`config.mk`:
```
export PLATFORM = sky130hd
export DESIGN_NAME = mpu_loader
export DESIGN_NICKNAME = d
export VERILOG_FILES = /design/src/rtl/mpu_loader.sv
export SDC_FILE = /design/constraint.sdc
export NUM_CORES = 1
export LEC_CHECK = 0
export BUFFER_PORTS_ARGS = -buffer_cell sky130_fd_sc_hd__buf_2
export CORE_MARGIN = 8
export CORE_UTILIZATION = 45
export CTS_CLUSTER_DIAMETER = 200
export DETAILED_ROUTE_END_ITERATION = 10
export GPL_TIMING_DRIVEN = 0
export PLACE_DENSITY = 0.75
export RECOVER_POWER = 100
export SETUP_SLACK_MARGIN = 0.5
export SYNTH_ARGS = -nofsm -noshare
export SYNTH_HDL_FRONTEND = slang
export SYNTH_SLANG_ARGS = --single-unit
```
`constraint.sdc`:
```
create_clock -name clk -period 5.6 [get_ports clk]
set_input_delay 1.12 -clock clk [delete_from_list [all_inputs] [get_ports clk]]
set_output_delay 1.12 -clock clk [all_outputs]
set_load 0.02 [all_outputs]
```
`src/rtl/mpu_loader.sv`:
```
// Matrix load engine: turns a row-major element stream into register-file
// writes tagged with (row, column) and the destination register address.
//
// state | meaning
// IDLE  | waiting for a load command; a legal command also writes element (0,0)
// LOAD  | streaming the remaining elements, column first then row
module mpu_loader #(
  parameter int FP              = 32,
  parameter int M               = 4,
  parameter int N               = 4,
  parameter int MBITS           = $clog2(M),
  parameter int NBITS           = $clog2(N),
  parameter int MATRIX_REG_SIZE = 3
) (
  input  logic                       clk,
  input  logic                       rst,
  input  logic                       en,
  input  logic [FP-1:0]              element,
  input  logic [MBITS:0]             matrix_m_size,
  input  logic [NBITS:0]             matrix_n_size,
  input  logic [MATRIX_REG_SIZE-1:0] load_addr,
  output logic                       error,
  output logic                       ack,
  output logic                       write_en,
  output logic [MATRIX_REG_SIZE-1:0] reg_load_addr,
  output logic [FP-1:0]              element_out,
  output logic [MBITS:0]             m,
  output logic [NBITS:0]             n
);

  typedef enum logic {IDLE, LOAD} state_t;

  localparam logic [MBITS:0] M_MAX = (MBITS+1)'(M);
  localparam logic [NBITS:0] N_MAX = (NBITS+1)'(N);

  state_t                     state, state_d;
  logic [MBITS:0]             m_size_q, m_size_d;
  logic [NBITS:0]             n_size_q, n_size_d;
  logic [MBITS:0]             row_q, row_d;
  logic [NBITS:0]             col_q, col_d;
  logic                       error_d, ack_d, write_en_d;
  logic [MATRIX_REG_SIZE-1:0] addr_d;
  logic [FP-1:0]              element_d;
  logic [MBITS:0]             m_d;
  logic [NBITS:0]             n_d;
  logic                       size_ok;

  assign size_ok = (matrix_m_size != '0) && (matrix_m_size <= M_MAX) &&
                   (matrix_n_size != '0) && (matrix_n_size <= N_MAX);

  always_ff @(posedge clk) begin
    if (rst) begin
      state         <= IDLE;
      m_size_q      <= '0;
      n_size_q      <= '0;
      row_q         <= '0;
      col_q         <= '0;
      error         <= 1'b0;
      ack           <= 1'b0;
      write_en      <= 1'b0;
      reg_load_addr <= '0;
      element_out   <= '0;
      m             <= '0;
      n             <= '0;
    end else begin
      state         <= state_d;
      m_size_q      <= m_size_d;
      n_size_q      <= n_size_d;
      row_q         <= row_d;
      col_q         <= col_d;
      error         <= error_d;
      ack           <= ack_d;
      write_en      <= write_en_d;
      reg_load_addr <= addr_d;
      element_out   <= element_d;
      m             <= m_d;
      n             <= n_d;
    end
  end

  // row_q/col_q hold the index of the element to be sampled this cycle
  always_comb begin
    state_d    = state;
    m_size_d   = m_size_q;
    n_size_d   = n_size_q;
    row_d      = row_q;
    col_d      = col_q;
    error_d    = 1'b0;
    ack_d      = 1'b0;
    write_en_d = 1'b0;
    addr_d     = reg_load_addr;
    element_d  = element_out;
    m_d        = m;
    n_d        = n;
    case (state)
      IDLE: begin
        if (en) begin
          if (size_ok) begin
            m_size_d   = matrix_m_size;
            n_size_d   = matrix_n_size;
            addr_d     = load_addr;
            write_en_d = 1'b1;
            element_d  = element;
            m_d        = '0;
            n_d        = '0;
            if (matrix_m_size == (MBITS+1)'(1) && matrix_n_size == (NBITS+1)'(1)) begin
              ack_d = 1'b1;
            end else begin
              state_d = LOAD;
              if (matrix_n_size == (NBITS+1)'(1)) begin
                row_d = (MBITS+1)'(1);
                col_d = '0;
              end else begin
                row_d = '0;
                col_d = (NBITS+1)'(1);
              end
            end
          end else begin
            error_d = 1'b1;
          end
        end
      end
      LOAD: begin
        write_en_d = 1'b1;
        element_d  = element;
        m_d        = row_q;
        n_d        = col_q;
        if (col_q == n_size_q - 1'b1) begin
          col_d = '0;
          if (row_q == m_size_q - 1'b1) begin
            ack_d   = 1'b1;
            state_d = IDLE;
          end else begin
            row_d = row_q + 1'b1;
          end
        end else begin
          col_d = col_q + 1'b1;
        end
      end
      default: state_d = IDLE;
    endcase
  end

endmodule

```
======== After elaboration in Yosys (flattened, before gate mapping) ========
Cells that the tools add are included.
word-level totals
  register bits after elaboration ......... 57
  input bits .............................. 44
  logic and storage cells ................. 76
operators by class
  bitwise operators ....................... 2
  equality and inequality tests ........... 9
  muxes and demuxes ....................... 36
  reductions and logical operators ........ 11
  $add $sub $neg .......................... 4
  magnitude comparators ................... 2
operators with widths
  cell                 count
  $mux 32              2
  $pmux 32 s2          1
  $mux 3               11
  $pmux 3 s2           4
  $mux 1               15
  $ne 2x2->1 const B   4
  $add 3x1->3 const B  2
  $eq 3x1->1 const B   2
  $eq 3x3->1           2
  $le 3x3->1 const B   2
  $pmux 1 s2           3
  $reduce_and 3->1     2
  $reduce_bool 3->1    2
  $sub 3x1->3 const B  2
  $reduce_and 5->1     1
  $logic_and 1x1->1    4
  $reduce_or 3->1      1
  $ne 2x1->1 const B   1
  $not 1->1            2
  $reduce_and 2->1     1

======== Logic depth before layout (Yosys ltp) ========
  depth in word-level cells ............... 7
  gate-level depth with buffers ........... 7
  depth with buffers taken out ............ 7

======== Least setup slack after synthesis ========
No wires, ideal clock.
  path kind ............................... input to register
  start point ............................. input matrix_m_size[0]
  end point ............................... register row_q[0]
  setup time .............................. 0.070 ns
  stages .................................. 5
  required time ........................... 5.530 ns
  data arrival time ....................... 2.656 ns
  setup slack ............................. 2.874 ns
  cell sequence ........................... or3b_4 > a2111oi_4 > a22oi_2 > or4_1 > a21oi_1
on the way
  longest elaborated chain between the ends .. 6
ends and longest elaborated chain
  element                                                 line  source
  start: declaration                                      19    input logic [MBITS:0] matrix_m_size,
  $le 3x3->1 / $reduce_bool 3->1 (equally long branches)  48    assign size_ok = (matrix_m_size != '0) && (matrix_m_size <= M_MAX) &&
  $logic_and 1x1->1 (2 in a row)                          48
  $logic_and 1x1->1                                       49    (matrix_n_size != '0) && (matrix_n_size <= N_MAX);
  $ne 2x2->1 (no line)                                    --
  $reduce_and 5->1 (no line) (*)                          --
  end signal: assignment                                  69    row_q <= row_d;
  end: declaration                                        39    logic [MBITS:0] row_q, row_d;
Every way passes the cells marked *; elsewhere a longest branch is shown, timed or not.
A chain may end at the register's enable or synchronous reset.

======== Worst setup path after layout ========
  start point ............................. input matrix_m_size[0]
  end point ............................... register n_size_q[0]
on the way
  longest elaborated chain between the ends .. 5
ends and longest elaborated chain
  element                                                 line  source
  $le 3x3->1 / $reduce_bool 3->1 (equally long branches)  48
  $logic_and 1x1->1 (*) (2 in a row)                      48
  $logic_and 1x1->1 (*)                                   49
  $reduce_and 3->1 (no line) (*)                          --
  end signal: assignment                                  68    n_size_q <= n_size_d;
  end: declaration                                        38    logic [NBITS:0] n_size_q, n_size_d;
Marked as above.

==> results.sh <==
export IMPL_status="complete, but fails checks"
export IMPL_violations="capacitance limit, slew limit"
export IMPL_post_synth_top_area_cell="dfxtp_1"
export IMPL_crit_fanout=10
export IMPL_setup_violations=0
export IMPL_crit_top_cell="clkbuf_1"
export IMPL_root_buffer="clkbuf_8"
export IMPL_portBuffers=87
export IMPL_fmax_mhz=257
export IMPL_io_pins=88
export IMPL_rows=26
export IMPL_ir_drop_v=0.000172
export IMPL_grt_total_usage=0.165
export IMPL_synthFlopType="dfxtp_1"
export IMPL_end_kind="register"
export IMPL_synth_edf_count=0
export IMPL_yosysMostFrequentCell="nand2_1"
export IMPL_netlist_instances=262
export IMPL_total_leakage_power_uw=0.00112
export IMPL_drv_cap=1
export IMPL_worstHoldPathType="register to register"
export IMPL_ys_warn_count=0
export IMPL_seq_area_frac_synth=0.501
export IMPL_h_tree_depth=3
export IMPL_period_minus_slack_ps=3900
export IMPL_avgViaCountPerCell=4.89
export IMPL_core_area_sq_um=5010
export IMPL_fin_skew_ps=6.78
export IMPL_first_global_vias=2184
export IMPL_dp_final_hpwl_mm=4.36
export IMPL_hold_viol=0
export IMPL_async_flop_share=0
export IMPL_synth_common_cells="67 x nand2_1, 57 x dfxtp_1, 36 x a21oi_1"
export IMPL_netlist_area_leader_share=0.501
export IMPL_slowest_delay_ps=1300
export IMPL_cts_buffers=9
export IMPL_antenna_found_initial=0
export IMPL_grt_ovfl_total=0
export IMPL_required_ps=5800
export IMPL_drive_above_1_share=0.164
export IMPL_ys_top_cells_by_area="dfxtp_1 50%, nand2_1 11%, a21oi_1 7.9%"
export IMPL_firstDrtPassIters=5
export IMPL_holdBufCountCts=0
export IMPL_rsz0062_at_grt="no"
export IMPL_cellPowerDensity_nw_per_um2=333
export IMPL_syn_mean_instance_area_sq_um=8.70
export IMPL_syn_area_sq_um=2280
export IMPL_die_x_microns=87.2
export IMPL_start_util=0.455
export IMPL_fin_crit_sh=0.696
export IMPL_cp_start_kind="input port"
export IMPL_arrival_ps=4090
export IMPL_syn_num_nets=310
export IMPL_post_place_ws_ps=2490
export IMPL_detail_route_antenna_nets=0
export IMPL_fin_nets=408
export IMPL_relSlewSlack=-0.0405
export IMPL_dieArea_sq_um=7600
export IMPL_routedWlPerCell_microns=13.4
export IMPL_path_cells="clkbuf_1 -> or3b_1 -> a2111oi_0 -> and2_2 -> clkbuf_1 -> mux2i_1 -> nor2_1"
export IMPL_die_y_microns=87.2
export IMPL_diodes=0
export IMPL_synth_cell_types=36
export IMPL_vias=2129
export IMPL_cts_resized=0
export IMPL_ys_ff_latch=57
export IMPL_design_power_total_uw=975
export IMPL_clk_latency_ps=330
export IMPL_maxSlewViolCount=7
export IMPL_cp_slowest_cell="a2111oi_0"
export IMPL_cp_top_family="compound AO/OA/AOI/OAI gates"
export IMPL_drcViolationCount=0
export IMPL_post_cts_buffers=0
export IMPL_grt_max_degree=11
export IMPL_first_iter_violations=65
export IMPL_grt_first_pass_wirelength_mm=9.80
export IMPL_cts_sinks=57
export IMPL_place_gp_congestion=0.762
export IMPL_cts_tree="done"
export IMPL_tns_ps=0
export IMPL_clkTransAtPathRegs_ps=70
export IMPL_cts_path_max_buffers=2
export IMPL_syn_to_final_growth_pct=28.2
export IMPL_whs_ps=449
export IMPL_final_core_util=0.583
export IMPL_path_class="input port to register"
export IMPL_cp_num_buf_inv=2
export IMPL_drt_wl_total_mm=5.83
export IMPL_tightest_slew_ps=1520
export IMPL_layout_setup_ws_ps=1700
## placed cells by master (no fill, tap or decap), types with 2 or more instances in the layout
master | synthesis | final
a2111oi_0 | 1 | 3
a21o_1 | 2 | 2
a21oi_1 | 36 | 36
a22oi_1 | 6 | 6
buf_2 | 5 | 41
bufinv_16 | 0 | 2
clkbuf_1 | 10 | 63
clkbuf_8 | 0 | 9
clkinv_2 | 0 | 3
dfxtp_1 | 57 | 57
ha_1 | 4 | 4
inv_1 | 7 | 7
mux2i_1 | 10 | 10
nand2_1 | 67 | 67
nor2_1 | 22 | 22
nor3_1 | 2 | 2
nor3b_1 | 3 | 3
o21ai_0 | 3 | 3
o21bai_1 | 2 | 2
or3_1 | 2 | 2
xnor2_1 | 4 | 4
xor3_1 | 2 | 2
## worst register-to-register path, delay by kind of cell (launching register included)
family                     cells  cell delay (ps)
AOI/OAI and AO/OA              2              400
xor gates and xnor gates       1              120
adders and majority gates      1              290
buffers and inverters          1               60
DFF                            1              370
and+or+nand+nor                1              850
## where the power goes
group,internal [uW],switching [uW]
combinational,44.5,80.4
clock,248,163
sequential,426,12.1
total,719,256
## per-stage QoR
step | instances | cell area [sq um]
5_1_grt | 435 | 2920
2_1_floorplan | 262 | 2280
4_1_cts | 435 | 3010
3_3_place_gp | 419 | 2800
3_5_place_dp | 419 | 2800
6_report | 435 | 2920
## worst paths after layout
| path | start | end | slack, ps | depth (start not counted) |
|---|---|---|---|---|
| setup / recovery | matrix_m_size[0] | n_size_q[0] | 1700 | 7 |
| hold / removal | element_out[29] | element_out[29] | 450 | 2 |
| setup reg to reg | m_size_q[0] | row_q[2] | 3440 | 6 |
| hold reg to reg | element_out[29] | element_out[29] | 450 | 2 |
## final cells by class
type                            instances  area [sq um]
Tap cell                               70          87.6
Timing Repair Buffer                   87           378
Clock buffer                           10           128
Buffer                                 16          60.1
Sequential cell                        57          1140
Inverter                                7          26.3
Fill cell                             532          2090
Clock inverter                          6          82.6
Multi-Input combinational cell        182          1020
## metal layers
layer  vias to the layer above  wire length [microns]  global-route usage
met2                        75                   2650               0.255
met1                       970                   2510               0.180
met5                         -                      0                   0
met3                        10                    589              0.0849
li1                       1074                      -                   -
met4                         0                     71              0.0875
## flip-flops by register name, indices dropped and copies added (netlist names)
name           flops
write_en           1
col_q              3
error              1
ack                1
m_size_q           3
reg_load_addr      3
element_out       32
n_size_q           3
n                  3
m                  3
row_q              3
state              1
## kinds of logic after synthesis
| family | count (synthesis) | share of synthesized area |
|---|---|---|
| muxes | 10 | 0.0439 |
| adders and majority gates | 4 | 0.0220 |
| DFF | 57 | 0.501 |
| and+or+nand+nor | 105 | 0.196 |
| buffers and inverters | 23 | 0.0423 |
| xor gates and xnor gates | 6 | 0.0362 |
| AOI/OAI and AO/OA | 57 | 0.159 |
Power figures use the tool's default switching activity.
